<file path="src/rtl/sram_port_sched.sv">
// rtl/sram_port_sched.sv - single-port masked-write SRAM scheduler with post-reset zero-fill
module sram_port_sched #(
  parameter int DEPTH      = 512,
  parameter int ADDR_W     = 9,
  parameter int DATA_W     = 8,
  parameter int STARVE_LIM = 4
) (
  input  logic              clock,
  input  logic              reset,
  input  logic              w_valid,
  output logic              w_ready,
  input  logic [ADDR_W-1:0] w_addr,
  input  logic [DATA_W-1:0] w_data,
  input  logic [DATA_W-1:0] w_mask,
  input  logic              r_valid,
  output logic              r_ready,
  input  logic [ADDR_W-1:0] r_addr,
  output logic              resp_valid,
  output logic [DATA_W-1:0] resp_data,
  output logic              init_done,
  output logic              sram_en,
  output logic              sram_wmode,
  output logic [ADDR_W-1:0] sram_addr,
  output logic [DATA_W-1:0] sram_wmask,
  output logic [DATA_W-1:0] sram_wdata,
  input  logic [DATA_W-1:0] sram_rdata
);

  typedef enum logic {
    ST_INIT = 1'b0,
    ST_RUN  = 1'b1
  } state_t;

  localparam logic [ADDR_W-1:0] LAST_ADDR  = ADDR_W'(DEPTH - 1);
  localparam logic [3:0]        STARVE_MAX = 4'(STARVE_LIM);

  state_t            state;
  state_t            state_nxt;
  logic [ADDR_W-1:0] init_cnt;
  logic [3:0]        starve_cnt;
  logic              resp_valid_q;
  logic              force_rd;
  logic              w_fire;
  logic              r_fire;

  // A waiting read is forced through once writes have held the port STARVE_LIM times in a row.
  assign force_rd = r_valid && (starve_cnt == STARVE_MAX);
  assign w_fire   = w_valid && w_ready;
  assign r_fire   = r_valid && r_ready;

  always_ff @(posedge clock) begin
    if (reset) begin
      state        <= ST_INIT;
      init_cnt     <= '0;
      starve_cnt   <= '0;
      resp_valid_q <= 1'b0;
    end else begin
      state        <= state_nxt;
      resp_valid_q <= r_fire;
      if (state == ST_INIT)
        init_cnt <= init_cnt + 1'b1;
      if (!r_valid || r_fire)
        starve_cnt <= '0;
      else if (w_fire && starve_cnt != STARVE_MAX)
        starve_cnt <= starve_cnt + 1'b1;
    end
  end

  always_comb begin
    state_nxt  = state;
    w_ready    = 1'b0;
    r_ready    = 1'b0;
    init_done  = 1'b0;
    sram_en    = 1'b0;
    sram_wmode = 1'b0;
    sram_addr  = '0;
    sram_wmask = '0;
    sram_wdata = '0;
    case (state)
      ST_INIT: begin
        sram_en    = 1'b1;
        sram_wmode = 1'b1;
        sram_addr  = init_cnt;
        sram_wmask = '1;
        if (init_cnt == LAST_ADDR)
          state_nxt = ST_RUN;
      end
      ST_RUN: begin
        init_done = 1'b1;
        w_ready   = !force_rd;
        r_ready   = !w_valid || force_rd;
        // Writes win by default so a later read always observes earlier writes.
        if (w_valid && !force_rd) begin
          sram_en    = 1'b1;
          sram_wmode = 1'b1;
          sram_addr  = w_addr;
          sram_wmask = w_mask;
          sram_wdata = w_data;
        end else if (r_valid) begin
          sram_en   = 1'b1;
          sram_addr = r_addr;
        end
      end
    endcase
  end

  assign resp_valid = resp_valid_q;
  assign resp_data  = resp_valid_q ? sram_rdata : '0;

  a_w_addr_range: assert property (@(posedge clock) disable iff (reset)
    !(w_fire && int'(w_addr) >= DEPTH));
  a_r_addr_range: assert property (@(posedge clock) disable iff (reset)
    !(r_fire && int'(r_addr) >= DEPTH));

endmodule
</file>
<file path="config.mk">
export PLATFORM = sky130hd
export DESIGN_NAME = sram_port_sched
export DESIGN_NICKNAME = d
export VERILOG_FILES = /design/src/rtl/sram_port_sched.sv
export SDC_FILE = /design/constraint.sdc
export NUM_CORES = 1
export LEC_CHECK = 0
export ABC_AREA = 1
export ABC_CLOCK_PERIOD_IN_PS = 1800
export BUFFER_PORTS_ARGS = -buffer_cell sky130_fd_sc_hd__buf_2
export CORE_UTILIZATION = 40
export DETAILED_ROUTE_END_ITERATION = 6
export MAX_ROUTING_LAYER = met4
export PLACE_DENSITY = 0.83
export REMOVE_ABC_BUFFERS = 1
export SKIP_LAST_GASP = 1
export SYNTH_ARGS = -nofsm -noshare
export SYNTH_HDL_FRONTEND = slang
export SYNTH_SLANG_ARGS = --single-unit
</file>
<file path="constraint.sdc">
create_clock -name clock -period 1.8 [get_ports clock]
set_input_delay 0.18 -clock clock [delete_from_list [all_inputs] [get_ports clock]]
set_output_delay 0.18 -clock clock [all_outputs]
set_load 0.05 [all_outputs]
</file>
==> run metrics <==
Seq pwr share=0.507; predominant post-synthesis flop cell=dfxtp_1; Hold Path Class=in -> reg; final hold violations=0; Slew Viols, Final=0; #FFs+latches synth=15; DR WL/cell=11.09 um; Worst slew margin=0.7792; Root Buffer=clkbuf_4; combinational share of power=0.193; total power=~0.68 mW; final setup fails=0; area of the multi-input gates=between 700 and 800 um^2; Crit-path slowest cell=dfxtp_2; worst-path cell chain=inv_2, ha_4, nand4_4, nand2_4, nand2_8, inv_8, nand3_1, nand3_2, buf_6; unrepaired setup endpoints after global routing=yes; fill count=210; CP Max Fanout=7; post-synthesis sequential area ratio=0.2658; CP Launch Point=starve_cnt[1]; run status=complete, no violations; # clock sinks=15; Die Ht=~55 um; Initial Util=0.4401; most frequent cell after synthesis=nand2_1; max-cap viol count=0; TNS Setup=0 ns; number of DRC markers in iteration 0=35; Final Util=0.7169; first drt pass iteration count=6; Synth area leaders=dfxtp_1, nand2_1, nor2_1; design area=around 0.0018 mm^2; Ys Warns=0; Post-Place Cells=298; Final min period=between 1.5 and 2 ns; number of synthesized flops with an enable pin=0; Pint=about 0.48 mW; Syn Inst Count=around 190; CTS Buf Count=3; NetSw=0.1938 mW; clock share of power=0.301; post-synth top area cell=dfxtp_1; area grow syn2layout=62.90%; IO Count=between 80 and 90; Register Area=304.0 um^2; global route overflow=0; R2R Path Start=state; RD Place Congestion=0.8829; port buffer count=84; Synth top area share=0.2658; Reg clk slew, reported paths=~0.1 ns; Syn Area/Cell=between 5 and 6 um^2; WP buf/inv=3; CP Data Arrival Time=~1.6 ns; Nets=about 330; Top delay family on crit path=simple AND/OR/NAND/NOR gates; Tightest Pin Transition=0.3308 ns; non-filler cells, final=just over 300; asr flop ratio synth=0; Setup Skew=0.009055 ns; number of core rows=18; worst endpoint required time=around 1.6 ns; Die W=roughly 55 um; CTS tree=yes; global-route wire length before repair=about 4800 um; crit-path max cell delay=roughly 0.35 ns; pre-CTS WS=0.09944 ns; Hold Path Origin=reset; P_leak=~1.0 nW; most frequent cells after synthesis=nand2_1, nor2_1, inv_1; H-tree levels=1; DP Wirelength=between 2000 and 2500 um; via/cell ratio=between 4 and 5; largest net degree at the start of global routing=21; vias in the first global route=roughly 1,100; switching part of the total=0.2864; Antenna Nets Post-Route=0; peak supply drop=0.3570 mV; Critical Path Source Type=flip-flop; Clock Path Buffers=2; Min Hold Slack=0.1106 ns; clock latency on the worst-skew pair=about 0.30 ns; antenna cells=0; post-route clock period utilization=0.9809; Syn Std Cell Area=between 0.001 and 0.0015 mm^2; initial antenna violation count=0; crit path kind=reg -> out; power per cell area=about 370 mW/mm^2; Crit. End Element=output port; vias=between 1,000 and 1,500; Die Footprint=0.003041 mm^2; CORE AREA=between 0.002 and 0.003 mm^2; library cells used by synthesis=26; Residual DRC=0; fmax=~570 MHz; final worst setup slack=about 0.034 ns; DP Area=roughly 0.0015 mm^2; WL final=3395 um; overall global routing resource usage=0.2327; ratio of cells with drive above 1 in the final layout=0.4384
-- state kept, by name, indices dropped and copies added (netlist names) --
signal / cells
init_cnt: 9
resp_valid: 1
state: 1
starve_cnt: 4
-- cells in the final DEF (no fill, tap or decap), drive strengths merged --
cell	n
xnor2	1
clkinv	1
nand4	2
o21ai	6
clkbuf	3
nand3	20
buf	88
nor3b	1
dfxtp	15
or2	1
a21oi	9
xor2	2
ha	4
nor2	40
nand2	47
nor3	3
inv	33
-- area by class of cell --
class / count / share of cell area
Clock inverter: 1 / 0.002719
Inverter: 31 / 0.06866
Timing Repair inverter: 2 / 0.008158
Timing Repair Buffer: 88 / 0.3215
Tap cell: 30 / 0.02039
Sequential cell: 15 / 0.1652
Multi-Input combinational cell: 136 / 0.4011
Clock buffer: 3 / 0.01224
-- routing by layer --
layer | GRT usage | vias up | share of wire
li1 | - | 756 | -
met3 | 0.04372 | 6 | 0.076
met2 | 0.3996 | 67 | 0.50
met1 | 0.2607 | 628 | 0.41
met5 | - | - | 0
met4 | 0.1042 | 0 | 0.016
-- worst paths after layout --
check             endpoint  slack (ns)  cells past startpoint
max           sram_addr[4]        0.03                      9
max reg2reg    init_cnt[7]        0.29                      6
min reg2reg  starve_cnt[0]        0.50                      2
min                  state        0.11                      2
-- power groups by stage --
| stage | Clock (mW) | Sequential (mW) | Combinational [mW] |
|---|---|---|---|
| after floorplan | 0 | 0.349 | 0.0461 |
| after global placement | 0 | 0.350 | 0.109 |
| after detailed placement | 0 | 0.350 | 0.111 |
| after CTS | 0.205 | 0.343 | 0.120 |
| after global routing | 0.222 | 0.344 | 0.144 |
| final | 0.204 | 0.343 | 0.130 |
-- cells by family (layout without fill, tap and decap cells) --
group | Yosys count | after routing | share of synthesized area
flip-flops | 15 | 15 | 0.2658
buffers and inverters | 38 | 125 | 0.1561
AO/OA/AOI/OAI | 15 | 15 | 0.06644
AND/OR/NAND/NOR | 114 | 114 | 0.4441
adder cells (fa/ha/maj) | 4 | 4 | 0.04430
XOR/XNOR | 3 | 3 | 0.02326
-- timing repair --
item                       4_1_cts  5_1_grt
setup buffers                    1        1
hold buffers                     0        0
setup endpoints to repair       27       27
gates resized for setup         43       29
pin swaps                        3        2
cloned                           2        0
Power figures use the tool's default switching activity.
